--- config.mk ---
export PLATFORM = sky130hd
export DESIGN_NAME = instruction_fetch_unit
export DESIGN_NICKNAME = d
export VERILOG_FILES = /design/src/rtl/instruction_fetch_unit.sv
export SDC_FILE = /design/constraint.sdc
export NUM_CORES = 1
export LEC_CHECK = 0
export CAP_MARGIN = 25
export CORE_UTILIZATION = 40
export DETAILED_ROUTE_END_ITERATION = 8
export SETUP_SLACK_MARGIN = 0.3
export SYNTH_ARGS = -nofsm -noshare
export SYNTH_HDL_FRONTEND = slang
export SYNTH_SLANG_ARGS = --single-unit
export TNS_END_PERCENT = 30
--- constraint.sdc ---
create_clock -name clk -period 3.2 [get_ports clk]
set_input_delay 0.64 -clock clk [delete_from_list [all_inputs] [get_ports clk]]
set_output_delay 0.64 -clock clk [all_outputs]
set_load 0.01 [all_outputs]
--- src/rtl/instruction_fetch_unit.sv ---
// Instruction fetch unit: owns the PC, fetches words over a req/gnt + rvalid bus,
// buffers them in a small FIFO and hands {instr, instr_pc} to the decoder.
// Redirects from execute flush the buffer and discard the in-flight response.
module instruction_fetch_unit #(
  parameter logic [31:0] RESET_PC   = 32'h0000_0000,
  parameter int          FIFO_DEPTH = 2
) (
  input  logic        clk,
  input  logic        rst_n,
  output logic        imem_req,
  output logic [31:0] imem_addr,
  input  logic        imem_gnt,
  input  logic        imem_rvalid,
  input  logic [31:0] imem_rdata,
  input  logic        redirect_valid,
  input  logic [31:0] redirect_pc,
  output logic        misaligned,
  output logic        instr_valid,
  input  logic        instr_ready,
  output logic [31:0] instr,
  output logic [31:0] instr_pc
);

  localparam int PTR_W = (FIFO_DEPTH > 1) ? $clog2(FIFO_DEPTH) : 1;
  localparam int CNT_W = PTR_W + 1;
  localparam logic [CNT_W-1:0] DEPTH_C = CNT_W'(FIFO_DEPTH);

  typedef enum logic [1:0] {
    REQ   = 2'd0,
    RESP  = 2'd1,
    DRAIN = 2'd2
  } state_t;

  state_t             state;
  logic [31:0]        pc;
  logic [31:0]        req_pc;
  logic [31:0]        fifo_instr [FIFO_DEPTH];
  logic [31:0]        fifo_pc    [FIFO_DEPTH];
  logic [PTR_W-1:0]   rd_ptr;
  logic [PTR_W-1:0]   wr_ptr;
  logic [CNT_W-1:0]   count;

  state_t             state_next;
  logic [31:0]        pc_next;
  logic [31:0]        req_pc_next;
  logic [PTR_W-1:0]   rd_ptr_next;
  logic [PTR_W-1:0]   wr_ptr_next;
  logic [CNT_W-1:0]   count_next;
  logic [CNT_W-1:0]   remaining;
  logic [31:0]        head_instr;
  logic [31:0]        head_pc;
  logic               granted;
  logic               push;
  logic               pop;
  logic               req_next;
  logic               misaligned_next;

  // Next-state, FIFO bookkeeping and next head entry for the registered outputs
  always_comb begin
    granted         = imem_req && imem_gnt;
    // A redirect cancels any same-cycle push or pop: the buffer is flushed anyway.
    push            = (state == RESP) && imem_rvalid && !redirect_valid;
    pop             = instr_valid && instr_ready && !redirect_valid;
    state_next      = state;
    pc_next         = pc;
    req_pc_next     = req_pc;
    misaligned_next = redirect_valid && (redirect_pc[1:0] != 2'b00);

    case (state)
      REQ: begin
        if (redirect_valid) begin
          // A grant in the redirect cycle belongs to the old path; its data must be drained.
          state_next = granted ? DRAIN : REQ;
        end else if (granted) begin
          state_next  = RESP;
          pc_next     = pc + 32'd4;
          req_pc_next = pc;
        end else begin
          state_next = REQ;
        end
      end
      RESP: begin
        if (imem_rvalid) begin
          state_next = REQ;
        end else if (redirect_valid) begin
          state_next = DRAIN;
        end else begin
          state_next = RESP;
        end
      end
      DRAIN: begin
        // The single outstanding response is the one being drained, even if a
        // further redirect lands in the same cycle, so rvalid always ends DRAIN.
        if (imem_rvalid) begin
          state_next = REQ;
        end else begin
          state_next = DRAIN;
        end
      end
      default: begin
        state_next = REQ;
      end
    endcase

    if (redirect_valid) begin
      pc_next     = {redirect_pc[31:2], 2'b00};
      rd_ptr_next = {PTR_W{1'b0}};
      wr_ptr_next = {PTR_W{1'b0}};
      count_next  = {CNT_W{1'b0}};
    end else begin
      rd_ptr_next = rd_ptr + PTR_W'(pop);
      wr_ptr_next = wr_ptr + PTR_W'(push);
      count_next  = count + CNT_W'(push) - CNT_W'(pop);
    end

    // When the buffer would otherwise be empty, the pushed word becomes the head directly.
    remaining = count - CNT_W'(pop);
    if (push && (remaining == {CNT_W{1'b0}})) begin
      head_instr = imem_rdata;
      head_pc    = req_pc;
    end else begin
      head_instr = fifo_instr[rd_ptr_next];
      head_pc    = fifo_pc[rd_ptr_next];
    end

    // Credit rule: in REQ nothing is outstanding, so one free slot is enough to ask.
    req_next = (state_next == REQ) && (count_next < DEPTH_C);
  end

  // Fetch FSM, PC, FIFO storage and all registered outputs
  always_ff @(posedge clk or negedge rst_n) begin
    if (!rst_n) begin
      state       <= REQ;
      pc          <= RESET_PC;
      req_pc      <= RESET_PC;
      rd_ptr      <= {PTR_W{1'b0}};
      wr_ptr      <= {PTR_W{1'b0}};
      count       <= {CNT_W{1'b0}};
      imem_req    <= 1'b0;
      imem_addr   <= RESET_PC;
      instr_valid <= 1'b0;
      instr       <= 32'h0000_0000;
      instr_pc    <= 32'h0000_0000;
      misaligned  <= 1'b0;
      for (int i = 0; i < FIFO_DEPTH; i++) begin
        fifo_instr[i] <= 32'h0000_0000;
        fifo_pc[i]    <= 32'h0000_0000;
      end
    end else begin
      state       <= state_next;
      pc          <= pc_next;
      req_pc      <= req_pc_next;
      rd_ptr      <= rd_ptr_next;
      wr_ptr      <= wr_ptr_next;
      count       <= count_next;
      imem_req    <= req_next;
      imem_addr   <= pc_next;
      misaligned  <= misaligned_next;
      instr_valid <= (count_next != {CNT_W{1'b0}});
      if (push) begin
        fifo_instr[wr_ptr] <= imem_rdata;
        fifo_pc[wr_ptr]    <= req_pc;
      end
      // Head registers only move when there is a valid entry to show.
      if (count_next != {CNT_W{1'b0}}) begin
        instr    <= head_instr;
        instr_pc <= head_pc;
      end
    end
  end

endmodule

==> results of run 1 <==
## worst max-delay path, cell delays in order
cell	delay (ns)
clkdlybuf4s50_1	0.56
clkinv_2	0.08
and3_1	0.15
ha_1	0.29
inv_1	0.06
ha_1	0.14
xnor3_1	0.27
a21oi_4	0.34
buf_12	0.25
o21ai_0	0.11
o22ai_1	0.16
## sequential cells by signal, indices dropped and copies added (netlist names), 2 cells and up
register	cells
pc	30
fifo_instr	64
count	2
state	2
instr_pc	30
req_pc	30
fifo_pc	60
instr	32
## worst min path at each step
stage / start / to / slack [ns] / cells past startpoint
after global routing: rst_n / instr[8] / 0.11 / 1
final: rst_n / instr[8] / 0.06 / 1
after CTS: rst_n / instr[8] / 0.09 / 1
after global placement: fifo_instr[9] / fifo_instr[9] / 0.49 / 1
after detailed placement: fifo_pc[20] / fifo_pc[20] / 0.50 / 1
after floorplan: rst_n / count[0] / 0.34 / 0
## layer usage
| layer | vias up | GRT usage (%) | routed length [um] |
|---|---|---|---|
| met5 | - | 0 | 0 |
| met1 | 4528 | 30.0 | 14700 |
| met3 | 40 | 2.69 | 1400 |
| li1 | 4331 | - | - |
| met2 | 237 | 30.0 | 13100 |
| met4 | 0 | 5.15 | 558 |
## metrics by stage
step	utilization (%)	hold slack, ns	cells	cell area (um^2)	total power, W
4_1_cts	52.0	0.0884	1683	15000	0.0122
5_1_grt	52.0	0.113	1683	15000	0.0128
2_1_floorplan	-	0.344	1142	11900	0.00696
3_5_place_dp	48.5	0.496	1629	14000	0.00869
3_3_place_gp	48.5	0.489	1629	14000	0.00861
6_report	52.0	0.0577	1683	15000	0.0121
## cell usage after synthesis (all sizes together) (2+ instances only)
cell type	number	share of area (%)
clkbuf	73	2.3
xnor2	2	0.15
o21ai	139	5.9
buf	23	1.2
a21oi	3	0.16
a22o	2	0.15
nor3	2	0.084
and4	5	0.37
and2	4	0.21
nor2	24	0.76
inv	134	4.2
or4b	2	0.17
xor2	6	0.44
o211a	62	5.2
dfrtp	255	54
o22ai	62	3.3
a21o	2	0.13
a31oi	15	0.79
nor2b	2	0.11
ha	5	0.53
and3	5	0.26
nand3	18	0.76
nand2	83	2.6
or4	16	1.0
o31ai	12	0.76
nand4	11	0.88
mux2	92	8.7
o211ai	65	4.1
or3	3	0.16
## logic make-up (layout without fill, tap and decap cells)
logic type | Yosys count | after routing | synth area share [%]
AO/OA/AOI/OAI | 366 | 366 | 20.7
XOR/XNOR | 9 | 9 | 0.779
adder cells (fa/ha/maj) | 5 | 5 | 0.526
buffers and inverters | 230 | 387 | 7.71
flip-flops | 255 | 255 | 53.7
multiplexers | 93 | 93 | 8.80
other | 1 | 4 | 0.0315
AND/OR/NAND/NOR | 180 | 180 | 7.78
## area by class of cell
class | instances | area, um^2
tap | 384 | 480
inverter | 134 | 504
clock inverter | 16 | 190
sequential | 255 | 6380
fill | 2597 | 13900
multi-input combinational | 657 | 4650
clock buffer | 38 | 810
timing repair buffer | 199 | 2020
## power by group
group	leakage [nW]	switching (W)	internal, W
clock	0.499	0.00135	0.00210
sequential	3.16	0.000748	0.00433
combinational	3.06	0.00156	0.00199
total	6.72	0.00366	0.00842
==> flow_summary_export.csv, run 1 <==
group,metric,value,unit
status,status,"finished clean",
setup_path,critPathLaunch,"redirect_valid",
routing,drt_iter0_markers,489,
setup_path,worstPathMaxFanout,43,
routing,avgViaCountPerCell,5.43,
sta,min_period,2.60,ns
cells_and_area,fin_nets,1351,
setup_path,startpoint_type,"input pin",
synthesis,async_reset_ff_share,100,%
routing,ant_nets,0,
sta,final-setup-viol-count,0,
setup_path,cp.arrival,3.05,ns
routing,totalWireLength,29800,um
setup_path,reg2regPathDepth,9,
grt,grt_max_degree,83,
synthesis,ys.warnings.count,0,
cells_and_area,drive_gt1_share,14.7,%
routing,routedWlPerCell,17.7,um
synthesis,synthCells,1139,
run,cap_violations,0,
sta,rsz0062_at_grt,"false",
floorplanning,ioPinCount,169,
floorplanning,start_util,41.1,%
clock_tree,cts_made_buffers,29,
synthesis,ys_seq_area_share,53.7,%
min_path,min_path_type,"in -> async",
clock_tree,htreeDepth,1,
power_and_ir_drop,peakVddDrop,0.000456,V
clock_tree,clockBufferDepth,3,
synthesis,synth_ff_type,"dfrtp_1",
setup_path,worst_ep_required_time,3.65,ns
clock_tree,cts_sinks,255,
setup_path,endpoint_kind,"flip-flop",
placed_design,place_hpwl,18800,um
clock_tree,postCtsHoldBufs,0,
placed_design,portBuffers,164,
grt,gr-total-overflow,0,
setup_path,crit_path_end,"instr[20]",
synthesis,synth.distinct_cells,47,
synthesis,synth_seq_cells,255,
synthesis,syn_area,11900,um^2
placed_design,post-place-ws,0.0871,ns
grt,grt_pass1_vias,9010,
floorplanning,die_w,174,um
clock_tree,cts_tree,"done",
clock_tree,cts_root_buf,"clkbuf_16",
placed_design,gp_routability_congestion,0.789,
cells_and_area,layout_common_cells,"255 x dfrtp_1, 163 x clkdlybuf4s50_1, 139 x o21ai_0, 133 x inv_1, 92 x mux2_2",
sta,max_slew_margin,40.2,%
cells_and_area,syn2layout_area_growth,26.5,%
sta,setup_slack,0.597,ns
floorplanning,die_h,174,um
sta,post-route-period-util,81.4,%
power_and_ir_drop,p_per_area,804,nW/um^2
routing,drc,0,
grt,gr-usage-all-layers,19.9,%
sta,fin_worst_skew,0.0145,ns
routing,vias,9136,
floorplanning,coreArea,28900,um^2
sta,slew_viol_final,0,
grt,antenna_found_initial,0,
setup_path,critical_path_class,"in -> reg",
clock_tree,clk_pin_slew,0.06,ns
clock_tree,cts_resized,0,
synthesis,syn_area_per_cell,10.4,um^2
clock_tree,clk_latency,0.55,ns
floorplanning,rows,62,
floorplanning,dieArea,30400,um^2
setup_path,worstReg2RegEnd,"instr[20]",
setup_path,r2r-start,"instr_valid",
cells_and_area,layout_commonest_cell,"dfrtp_1",
cells_and_area,n_antenna_cell,0,
sta,fmax,0.384,GHz
grt,grt_first_pass_wirelength,49300,um
setup_path,rrSetupSlack,0.71,ns
sta,setup-tns-final,0,ns
sta,finalHoldViolCount,0,
routing,drtPass1Iterations,5,
power_and_ir_drop,p_leak,6.72,nW
sta,worst_slew_pin_slew,0.897,ns
clock_tree,cts_setup_buffers,0,
synthesis,synth_edf_count,0,
No activity file was read; power rests on OpenSTA's default activity.
==> run 2: changes to the inputs <==
==> constraint.sdc (replaced) <==
create_clock -name clk -period 2.73 [get_ports clk]
set_input_delay 0.546 -clock clk [delete_from_list [all_inputs] [get_ports clk]]
set_output_delay 0.546 -clock clk [all_outputs]
set_load 0.01 [all_outputs]
==> run 2 against run 1 <==
  * First-iteration DRC count up 40%
  * Non-clock buffer count up 4
  * Final cell count up 0.12%
  * Clock power up 16%
  * Setup slack worse by 0.13 ns
  * Cell area up 1.0%
  * Critical path type unchanged
  * Largest power group unchanged
==> flow_summary_export.csv, run 2 (synthesis results as in run 1) <==
group,metric,value,unit
grt,gr-total-overflow,0,
cells_and_area,largest-register,"fifo_instr",
cells_and_area,syn2layout_area_growth,27.8,%
routing,ant_nets,0,
clock_tree,cts_made_buffers,29,
sta,final-setup-viol-count,0,
sta,setup-tns-final,0,ns
cells_and_area,n_antenna_cell,0,
floorplanning,start_util,41.1,%
floorplanning,die_h,174,um
cells_and_area,fin_util,52.5,%
floorplanning,die_w,174,um
floorplanning,rows,62,
clock_tree,cts_root_buf,"clkbuf_16",
min_path,min_path_type,"in -> async",
cells_and_area,layout_commonest_cell,"dfrtp_1",
cells_and_area,multiInputGateArea,4650,um^2
routing,avgViaCountPerCell,5.42,
grt,grt_max_degree,125,
clock_tree,postCtsHoldBufs,0,
clock_tree,clk_pin_slew,0.06,ns
placed_design,portBuffers,164,
grt,antenna_found_initial,0,
clock_tree,cts_setup_buffers,0,
setup_path,worst_ep_required_time,3.18,ns
sta,fmax,0.441,GHz
sta,finalHoldViolCount,0,
setup_path,cp.arrival,2.72,ns
clock_tree,cts_tree,"done",
floorplanning,ioPinCount,169,
placed_design,place_hpwl,18600,um
sta,post-route-period-util,83.0,%
sta,min_period,2.27,ns
routing,drtPass1Iterations,5,
setup_path,worstPathMaxFanout,33,
run,cap_violations,0,
cells_and_area,fin_nets,1355,
grt,grt_first_pass_wirelength,48700,um
routing,routedWlPerCell,17.5,um
floorplanning,dieArea,30400,um^2
sta,fin_worst_skew,0.00827,ns
power_and_ir_drop,p_leak,6.79,nW
routing,totalWireLength,29500,um
cells_and_area,regArea,6380,um^2
floorplanning,coreArea,28900,um^2
sta,rsz0062_at_grt,"false",
power_and_ir_drop,peakVddDrop,0.000486,V
sta,slew_viol_final,0,
setup_path,endpoint_kind,"flip-flop",
setup_path,startpoint_type,"input pin",
placed_design,post_dp_cell_area,14200,um^2
grt,gr-usage-all-layers,19.6,%
sta,worst_slew_pin_slew,0.837,ns
placed_design,gp_routability_congestion,0.747,
routing,drt_iter0_markers,684,
cells_and_area,reg_top3,"fifo_instr: 64 flops, fifo_pc: 60 flops, instr: 32 flops",
cells_and_area,layout_common_cells,"255 x dfrtp_1, 162 x clkdlybuf4s50_1, 139 x o21ai_0, 133 x inv_1, 92 x mux2_2",
clock_tree,htreeDepth,1,
cells_and_area,largest_reg_flops,64,
sta,max_slew_margin,44.2,%
status,status,"finished clean",
clock_tree,cts_resized,0,
routing,drc,0,
power_and_ir_drop,p_per_area,931,nW/um^2
clock_tree,clockBufferDepth,3,
cells_and_area,drive_gt1_share,14.8,%
cells_and_area,design_area,15200,um^2
setup_path,critical_path_class,"in -> reg",
clock_tree,cts_sinks,255,
cells_and_area,fillers,2566,
grt,grt_pass1_vias,8892,
routing,vias,9134,
clock_tree,clk_latency,0.54,ns
-- run 2: final cells by class --
| type | instances | share of cell area (%) |
|---|---|---|
| repair buffers | 203 | 14.4 |
| clock inverters | 12 | 1.05 |
| flip-flops and latches | 255 | 42.0 |
| multi-input cells | 657 | 30.6 |
| well taps | 384 | 3.16 |
| inverters | 134 | 3.32 |
| clock buffers | 40 | 5.44 |
-- run 2: critical path: stages --
cell,delay [ns]
clkdlybuf4s50_1,0.49
nand4bb_1,0.15
ha_1,0.31
inv_1,0.06
ha_1,0.15
xnor3_1,0.27
a21oi_4,0.17
buf_12,0.16
buf_12,0.18
o21ai_0,0.10
o22ai_1,0.14
-- run 2: stage by stage --
step                      hold slack, ns  power [W]  std cells  worst slack [ns]
after global routing              0.0449     0.0150       1685             0.304
final                             0.0182     0.0141       1685             0.465
after floorplan                    0.250    0.00818       1142             0.278
after CTS                         0.0225     0.0143       1685             0.357
after detailed placement           0.496     0.0102       1633            -0.203
after global placement             0.489     0.0101       1633            -0.136
-- run 2: report_power, final --
part / switching, W / total, W / internal (W)
clock network: 0.00151 / 0.00399 / 0.00248
registers: 0.000841 / 0.00592 / 0.00507
logic: 0.00186 / 0.00423 / 0.00238
-- run 2: final timing paths --
kind | startpoint | to | slack, ns | cells past startpoint
max | imem_rvalid | instr[17] | 0.46 | 11
min | rst_n | fifo_instr[5] | 0.02 | 1
max reg2reg | state[1] | instr[17] | 0.48 | 10
min reg2reg | fifo_pc[22] | fifo_pc[22] | 0.51 | 1
max in group asynchronous | rst_n | fifo_pc[43] | 2.04 | 2
min in group clk | redirect_valid | wr_ptr | 0.47 | 3
-- run 2: layer usage --
| layer | track usage [%] | wire length (um) | vias to the layer above | share of wire, % |
|---|---|---|---|---|
| met2 | 29.3 | 12700 | 276 | 43 |
| met5 | 0 | 0 | - | 0 |
| met3 | 3.37 | 1840 | 28 | 6.2 |
| met4 | 3.87 | 402 | 0 | 1.4 |
| li1 | - | - | 4332 | - |
| met1 | 29.8 | 14500 | 4498 | 49 |
==> run 3: changes to the inputs <==
==> constraint.sdc (replaced) <==
create_clock -name clk -period 2.2 [get_ports clk]
set_input_delay 0.44 -clock clk [delete_from_list [all_inputs] [get_ports clk]]
set_output_delay 0.44 -clock clk [all_outputs]
set_load 0.01 [all_outputs]
==> run 3 against run 2 <==
  * Count of clock-buffer cells in the layout rose by 2
  * First-iteration DRC count fell by 27%
  * Highest routed layer unchanged
  * Combinational power rose by 35%
  * Flip-flop and latch count did not move
  * Largest cell class unchanged
==> flow_summary_export.csv, run 3 (synthesis results as in run 1) <==
group,metric,value,unit
cells_and_area,fillers,2487,
sta,max_slew_margin,52.5,%
cells_and_area,reg_top3,"fifo_instr: 64 flops, fifo_pc: 60 flops, instr: 32 flops",
setup_path,critical_path_class,"reg -> reg",
routing,drc,0,
run,cap_violations,0,
cells_and_area,largest-register,"fifo_instr",
routing,avgViaCountPerCell,5.42,
clock_tree,cts_tree,"done",
setup_path,startpoint_type,"flip-flop",
setup_path,endpoint_kind,"flip-flop",
power_and_ir_drop,p_leak,7.84,nW
sta,worst_slew_pin_slew,0.713,ns
cells_and_area,fin_nets,1411,
routing,ant_nets,0,
sta,fin_worst_skew,0.00889,ns
power_and_ir_drop,peakVddDrop,0.000519,V
floorplanning,die_w,174,um
cells_and_area,fin_cells,1740,
floorplanning,die_h,174,um
clock_tree,htreeDepth,1,
setup_path,cp_top_family,"buffers and inverters",
clock_tree,cts_root_buf,"clkbuf_16",
placed_design,gp_routability_congestion,0.766,
sta,setup_slack,0.0237,ns
placed_design,post-place-ws,-0.618,ns
setup_path,worstPathMaxFanout,7,
sta,setup-tns-final,0,ns
clock_tree,cts_sinks,255,
sta,fmax,0.459,GHz
floorplanning,ioPinCount,169,
sta,post-route-period-util,98.9,%
sta,min_period,2.18,ns
grt,antenna_found_initial,0,
setup_path,critPathMaxStageDelay,0.38,ns
sta,finalHoldViolCount,0,
floorplanning,rows,62,
sta,slew_viol_final,0,
routing,drt_iter0_markers,497,
grt,gr-total-overflow,0,
min_path,min_path_type,"in -> async",
setup_path,worstPathCellList,"nand4bb_4 > ha_4 > inv_4 > ha_4 > xnor3_1 > a21oi_4 > buf_12 > buf_12 > clkbuf_16 > o22ai_1",
cells_and_area,n_antenna_cell,0,
floorplanning,dieArea,30400,um^2
routing,totalWireLength,31400,um
cells_and_area,largest_reg_flops,64,
setup_path,critPathBufInv,4,
setup_path,worst_ep_required_time,2.62,ns
grt,grt_max_degree,68,
clock_tree,clk_latency,0.54,ns
grt,grt_pass1_vias,9433,
routing,routedWlPerCell,18.0,um
clock_tree,clockBufferDepth,3,
floorplanning,start_util,41.1,%
power_and_ir_drop,finalPower,0.0177,W
sta,rsz0062_at_grt,"true",
cells_and_area,layout_common_cells,"237 x dfrtp_1, 132 x inv_1, 119 x o21ai_0, 92 x mux2_2, 89 x clkdlybuf4s50_1",
cells_and_area,drive_gt1_share,21.8,%
clock_tree,clk_pin_slew,0.06,ns
sta,whs,0.458,ns
status,status,"finished clean",
placed_design,place_hpwl,19500,um
grt,grt_first_pass_wirelength,50500,um
cells_and_area,syn2layout_area_growth,36.7,%
floorplanning,coreArea,28900,um^2
placed_design,dp_cells,1670,
placed_design,portBuffers,164,
power_and_ir_drop,p_per_area,1090,nW/um^2
setup_path,cp.arrival,2.60,ns
routing,drtPass1Iterations,4,
sta,final-setup-viol-count,0,
clock_tree,cts_made_buffers,28,
routing,vias,9424,
grt,gr-usage-all-layers,20.4,%
setup_path,crit_path_top_delay_cell,"dfrtp_1",
cells_and_area,layout_commonest_cell,"dfrtp_1",
==> run 3: cell types whose count changed in the layout (fill, tap and decap cells not counted), moves of 6 or more <==
cell,delta
buf_6,+11
buf_4,+30
o21ai_1,+17
o22ai_1,-12
o22ai_2,+12
dfrtp_1,-18
buf_16,+6
dlymetal6s2s_1,+71
dfrtp_2,+18
o21ai_0,-20
clkdlybuf4s50_1,-73
==> run 3: timing repair <==
action / 4_1_cts / 5_1_grt
cloned: 4 / 6
hold endpoints to repair: 59 / 0
resized for setup: 12 / 150
buffers inserted: 5 / 4
pin swaps: 4 / 44
hold buffers: 1 / 0
setup endpoints to repair: 146 / 167
==> run 3: stage by stage <==
stage	instance area, um^2	util, %
2_1_floorplan	12000	-
3_5_place_dp	14600	50.4
5_1_grt	16300	56.2
4_1_cts	15700	54.3
3_3_place_gp	14600	50.4
6_report	16300	56.2
==> run 3: routing by layer <==
layer  GRT usage [%]  part of all wire (%)
met5               0                     0
met4            4.57                   1.6
met3            3.26                   5.3
met2            32.4                    45
met1            29.3                    48
==> run 3: worst paths after layout <==
| path | startpoint | endpoint | slack [ns] | cells past startpoint |
|---|---|---|---|---|
| min in group clk | redirect_pc[6] | pc[6] | 0.46 | 3 |
| hold / removal | rst_n | fifo_instr[39] | 0.46 | 2 |
| hold reg to reg | fifo_pc[26] | fifo_pc[26] | 0.51 | 1 |
| setup reg to reg | state[1] | instr[5] | 0.02 | 10 |
| max in group asynchronous | rst_n | instr[19] | 1.02 | 3 |
| setup / recovery | state[1] | instr[5] | 0.02 | 10 |
==> run 3: power by group <==
| group | leakage (nW) | switching (W) | total, W | internal [W] |
|---|---|---|---|---|
| logic | 4.24 | 0.00251 | 0.00573 | 0.00322 |
| clock network | 0.456 | 0.00187 | 0.00461 | 0.00274 |
| registers | 3.14 | 0.00101 | 0.00731 | 0.00630 |
| total | 7.84 | 0.00538 | 0.0177 | 0.0123 |
==> run 3: area by class of cell <==
class	instances	area [um^2]	area share, %
flip-flops and latches	255	6400	39.4
multi-input cells	657	4860	29.9
repair buffers	260	3090	19.0
well taps	384	480	2.96
inverters	134	507	3.12
clock buffers	42	845	5.20
clock inverters	8	65.1	0.400
==> run 3: worst reg2reg max path: stages (launching register included) <==
cell and delay, ns:
dfrtp_1 0.38, nand4bb_4 0.25, ha_4 0.30, inv_4 0.03, ha_4 0.14, xnor3_1 0.22
a21oi_4 0.19, buf_12 0.19, buf_12 0.14, clkbuf_16 0.15, o22ai_1 0.07
